--- src/rtl/noc_send_arbiter.sv ---
// noc_send_arbiter: shares one network send port between N_REQ local requesters.
// A round-robin arbiter loads a single hold register, and the held packet is
// emitted for exactly one cycle at the start of this node's TDMA slot.
module noc_send_arbiter #(
   parameter int N_REQ    = 4,
   parameter int ADDR_W   = 8,
   parameter int DATA_W   = 32,
   parameter int N_NODES  = 8,
   parameter int SLOT_LEN = 4,
   parameter int NODE_ID  = 0,
   localparam int SLOT_W  = (N_NODES > 1) ? $clog2(N_NODES) : 1
) (
   input  logic                     clk,
   input  logic                     reset_n,
   input  logic [N_REQ-1:0]         req_valid,
   input  logic [N_REQ*ADDR_W-1:0]  req_addr,
   input  logic [N_REQ*DATA_W-1:0]  req_data,
   output logic [N_REQ-1:0]         req_ready,
   output logic                     send_valid,
   output logic [ADDR_W-1:0]        send_addr,
   output logic [DATA_W-1:0]        send_data,
   output logic [SLOT_W-1:0]        slot_idx,
   output logic                     pending
);

   localparam int CYC_W = (SLOT_LEN > 1) ? $clog2(SLOT_LEN) : 1;
   localparam int PTR_W = $clog2(N_REQ);
   localparam int IDX_W = PTR_W + 1;

   localparam logic [0:0] ST_EMPTY  = 1'b0;
   localparam logic [0:0] ST_LOADED = 1'b1;

   logic [0:0]        state_reg;
   logic [CYC_W-1:0]  cyc_cnt_reg;
   logic [SLOT_W-1:0] slot_reg;
   logic [PTR_W-1:0]  rr_ptr_reg;
   logic [ADDR_W-1:0] hold_addr_reg;
   logic [DATA_W-1:0] hold_data_reg;

   logic              slot_start;
   logic              grant_any;
   logic [PTR_W-1:0]  grant_idx;
   logic [PTR_W-1:0]  rr_ptr_next;
   logic [N_REQ-1:0]  grant;

   logic [ADDR_W-1:0] addr_arr [N_REQ];
   logic [DATA_W-1:0] data_arr [N_REQ];

   // Unpack the flat requester buses so the granted lane can be selected by index.
   for (genvar gi = 0; gi < N_REQ; gi++) begin : g_unpack
      assign addr_arr[gi] = req_addr[gi*ADDR_W +: ADDR_W];
      assign data_arr[gi] = req_data[gi*DATA_W +: DATA_W];
   end

   // Free-running TDMA timebase: cycle within slot, then slot within frame.
   always_ff @(posedge clk or negedge reset_n) begin
      if (!reset_n) begin
         cyc_cnt_reg <= '0;
         slot_reg    <= '0;
      end else if (cyc_cnt_reg == CYC_W'(SLOT_LEN - 1)) begin
         cyc_cnt_reg <= '0;
         slot_reg    <= (slot_reg == SLOT_W'(N_NODES - 1)) ? '0 : slot_reg + 1'b1;
      end else begin
         cyc_cnt_reg <= cyc_cnt_reg + 1'b1;
      end
   end

   assign slot_start = (slot_reg == SLOT_W'(NODE_ID)) && (cyc_cnt_reg == '0);

   // Round-robin search: first valid requester at or above rr_ptr, wrapping.
   always_comb begin
      logic [IDX_W-1:0] idx;
      idx       = '0;
      grant_any = 1'b0;
      grant_idx = '0;
      for (int k = 0; k < N_REQ; k++) begin
         idx = {1'b0, rr_ptr_reg} + IDX_W'(k);
         if (idx >= IDX_W'(N_REQ)) begin
            idx = idx - IDX_W'(N_REQ);
         end
         if (!grant_any && req_valid[idx[PTR_W-1:0]]) begin
            grant_any = 1'b1;
            grant_idx = idx[PTR_W-1:0];
         end
      end
   end

   assign rr_ptr_next = (grant_idx == PTR_W'(N_REQ - 1)) ? '0 : grant_idx + 1'b1;

   // One-hot grant only while the hold register is free; forced low during reset.
   always_comb begin
      grant = '0;
      if (reset_n && grant_any && (state_reg == ST_EMPTY)) begin
         grant[grant_idx] = 1'b1;
      end
   end

   // EMPTY/LOADED state, hold register capture and pointer advance.
   always_ff @(posedge clk or negedge reset_n) begin
      if (!reset_n) begin
         state_reg     <= ST_EMPTY;
         rr_ptr_reg    <= '0;
         hold_addr_reg <= '0;
         hold_data_reg <= '0;
      end else begin
         case (state_reg)
            ST_EMPTY: begin
               if (grant_any) begin
                  state_reg     <= ST_LOADED;
                  hold_addr_reg <= addr_arr[grant_idx];
                  hold_data_reg <= data_arr[grant_idx];
                  rr_ptr_reg    <= rr_ptr_next;
               end
            end
            ST_LOADED: begin
               if (slot_start) begin
                  state_reg <= ST_EMPTY;
               end
            end
            default: state_reg <= ST_EMPTY;
         endcase
      end
   end

   // Send side decodes only registered state and the timebase.
   assign pending    = (state_reg == ST_LOADED);
   assign send_valid = pending && slot_start;
   assign send_addr  = send_valid ? hold_addr_reg : '0;
   assign send_data  = send_valid ? hold_data_reg : '0;
   assign req_ready  = grant;
   assign slot_idx   = slot_reg;

endmodule

--- config.mk ---
export PLATFORM = sky130hd
export DESIGN_NAME = noc_send_arbiter
export DESIGN_NICKNAME = d
export VERILOG_FILES = /design/src/rtl/noc_send_arbiter.sv
export SDC_FILE = /design/constraint.sdc
export NUM_CORES = 1
export LEC_CHECK = 0
export ABC_AREA = 1
export CORE_AREA = 8 8 115 117
export CTS_BUF_LIST = sky130_fd_sc_hd__clkbuf_4
export CTS_CLUSTER_SIZE = 40
export DETAILED_ROUTE_END_ITERATION = 10
export DIE_AREA = 0 0 123 125
export PLACE_DENSITY = 0.88
export SYNTH_ARGS = -nofsm -noshare
export SYNTH_HDL_FRONTEND = slang
export SYNTH_SLANG_ARGS = --single-unit
--- constraint.sdc ---
create_clock -name clk -period 1.85 [get_ports clk]
set_clock_uncertainty 0.1 [all_clocks]
set_input_delay 0.2775 -clock clk [delete_from_list [all_inputs] [get_ports clk]]
set_output_delay 0.2775 -clock clk [all_outputs]
set_load 0.01 [all_outputs]
==> run_results.csv <==
group,metric,value,unit
die,rows,40,
sta,hold_violations,0,
critical_path,r2r-end,"hold_addr_reg[0]$_DFFE_PN0P_",
critical_path,critPathCapture,"req_ready[2]",
place,port_buffers,214,
synth,avgSynthCellArea,5.50,um^2
synth,synth_edf_count,0,
clock_tree,cts_tree,"built",
critical_path,ff2ff_path_depth,19,
layout,final_nets,1152,
synth,synth.ff_latch_count,48,
clock_tree,root_buffer,"clkbuf_4",
clock_tree,cts_num_sinks,48,
clock_tree,cts.path.max_buffers,2,
place,dpl.cell_count,1096,
clock_tree,cts_made_buffers,5,
sta,setup_viol,88,
sta,setup_tns,-37.89,ns
drt,ant_nets,0,
critical_path,critPathArrivalTime,2.14,ns
global_routing,grt_usage,0.232,
drt,dr.pass1.iters,5,
place,dp_hpwl,11700,um
power_and_ir_drop,seq_power_share,0.123,
global_routing,grt_first_pass_wirelength,28700,um
synth,synth_top_area_cell,"nand2_1",
sta,slew_violations,0,
place,dpl_cell_area,0.00652,mm^2
synth,async_reset_ff_frac,1.00,
synth,synth_commonest_cells,"nand2_1 (439), nand3_1 (87), inv_1 (52)",
drt,wire_per_inst,15.7,um
layout,area_growth,83.2,%
power_and_ir_drop,power_density,1900,mW/mm^2
critical_path,worstPathMaxFanout,8,
sta,fin_ws,-0.664,ns
global_routing,grt_pass1_vias,5608,
clock_tree,h-tree-depth,2,
die,dieArea,0.0154,mm^2
status,violations,"negative setup slack",
synth,ys_seq_area_frac,0.291,
drt,drt-vias-per-instance,4.83,
place,place_ws,-0.844,ns
power_and_ir_drop,power_frac_comb,0.842,
clock_tree,clk_pin_slew,0.13,ns
critical_path,regToRegSetupSlack,-0.58,ns
sta,max_freq,398,MHz
power_and_ir_drop,p_clk_frac,0.034,
drt,drc,0,
layout,final_area,0.00756,mm^2
global_routing,grt_overflow_total,0,
layout,fill_cells,1007,
status,outcome,"complete, but fails checks",
synth,synth.area.top_cells,"nand2_1 (40%), dfrtp_1 (29%), nand3_1 (11%)",
critical_path,startpoint,"rr_ptr_reg[0]$_DFFE_PN0P_",
critical_path,rr_startpoint,"rr_ptr_reg[0]$_DFFE_PN0P_",
die,initial_utilization,0.355,
sta,min_period_over_period,1.36,
synth,synth.most_common_cell,"nand2_1",
die,die_y,125,um
run,drv_cap,0,
synth,syn_area,0.00413,mm^2
power_and_ir_drop,swShare,0.508,
layout,largest_register_ff_count,32,
sta,worstMarginPinSlew,0.612,ns
power_and_ir_drop,p_int,0.00706,W
drt,first_iter_violations,245,
layout,stdcell_count,1130,
drt,dr_total_vias,5454,
die,fp.dieW,123,um
global_routing,antenna_found_initial,1,
power_and_ir_drop,ir_drop,1.13,mV
critical_path,endpoint_kind,"primary output",
sta,rsz0062_at_grt,"yes",
synth,synth_cells,750,
critical_path,start_kind,"flop",
clock_tree,clkLatencyLatePin,0.35,ns
sta,slew_headroom,0.592,
power_and_ir_drop,p_leak,3.94,nW
critical_path,path_class,"reg2out",
critical_path,crit_required,1.47,ns
synth,synth_ff_type,"dfrtp_1",
drt,drt-total-wl,17700,um
synth,postSynthNetCount,921,
die,io_pins,215,
min_path,min_path_type,"in2async",
power_and_ir_drop,power,0.0143,W
global_routing,grt_max_degree,55,
synth,yosys_warnings,0,
power_and_ir_drop,switching_power,0.00728,W
synth,synth_cell_type_count,22,
place,gp_congestion,0.863,
sta,period_minus_slack,2.51,ns
die,core,0.0116,mm^2
synth,synthDominantCellAreaShare,0.399,
layout,drive_gt1_frac,0.219,
## stage by stage
step                utilization  hold WS (ns)
floorplan                     -        -0.118
global placement          0.562         0.362
detailed placement        0.562         0.365
CTS                       0.651        0.0650
global route              0.651        0.0644
finish                    0.651        0.0364
## layer usage
layer  vias to the layer above  wire length (um)  GRT usage
met5                         -                 0          0
met3                        30              1150     0.0500
li1                       2730                 -          -
met2                       185              8980      0.413
met1                      2509              7120      0.268
met4                         0               475     0.0737
## worst max-delay path, stage by stage, from the launching register on
cell and delay [ns]:
dfrtp_2 0.51, inv_4 0.13, nand2_1 0.10, nand3_2 0.10, nand2_4 0.07, nor2_4 0.14
nand2_2 0.07, or2_1 0.24, nand2_2 0.07, inv_2 0.05, nand2_4 0.10, nor3_2 0.05
buf_2 0.14
## placed cells by master (no fill, tap or decap), types with 2 or more instances in the layout
cell / count
ha_1: 5
inv_1: 52
buf_16: 11
dfrtp_1: 47
buf_12: 8
nor2_4: 3
nand3_2: 59
clkdlybuf4s50_1: 168
buf_6: 12
nand2_2: 20
nand3_1: 28
buf_8: 3
nand2_1: 419
nor2_1: 39
buf_4: 24
inv_2: 3
nand3_4: 2
clkbuf_4: 7
nor2_2: 7
o21ai_1: 2
buf_2: 6
nand2_4: 5
clkdlybuf4s15_2: 36
o21ai_0: 4
## worst min path at each step
stage,slack (ns),end,start
global placement,0.36,hold_data_reg[4]$_DFFE_PN0P_,hold_data_reg[4]$_DFFE_PN0P_
floorplan,-0.12,cyc_cnt_reg[0]$_DFF_PN0_,reset_n
finish,0.04,hold_data_reg[17]$_DFFE_PN0P_,reset_n
global route,0.06,hold_data_reg[1]$_DFFE_PN0P_,reset_n
CTS,0.06,hold_data_reg[6]$_DFFE_PN0P_,reset_n
detailed placement,0.36,hold_data_reg[4]$_DFFE_PN0P_,hold_data_reg[4]$_DFFE_PN0P_
## final cells by class
type	instances	area [um^2]	share of cell area
multi-input cells	599	2910	0.385
inverters	57	221	0.0293
repair buffers	270	2990	0.395
flip-flops and latches	48	1200	0.159
diodes	1	2.50	0.000331
clock buffers	7	52.6	0.00695
well taps	147	184	0.0243
clock inverters	1	3.75	0.000496
## logic make-up after synthesis
kind of cell	after synthesis	share of synthesized area
simple gates	586	0.570
fa+ha+maj	5	0.0152
compound gates	7	0.00849
mux	1	0.00273
flops	48	0.291
buf+inv	103	0.112
## repair_timing
| item | CTS | global route |
|---|---|---|
| hold endpoints to repair | 0 | 0 |
| setup endpoints to repair | 88 | 89 |
| hold buffers | 0 | 0 |
| gates resized for setup | 276 | 5 |
| gates cloned | 11 | 0 |
| pin swaps | 97 | 1 |
| setup buffers | 15 | 0 |
## power by group through the flow
stage          registers, W  clock network (W)  logic, W
2_1_floorplan       0.00171                  0   0.00616
3_5_place_dp        0.00178                  0   0.00794
5_1_grt             0.00183           0.000557    0.0132
4_1_cts             0.00177           0.000521    0.0119
6_report            0.00177           0.000493    0.0121
3_3_place_gp        0.00176                  0   0.00783
No activity file was read; power rests on OpenSTA's default activity.
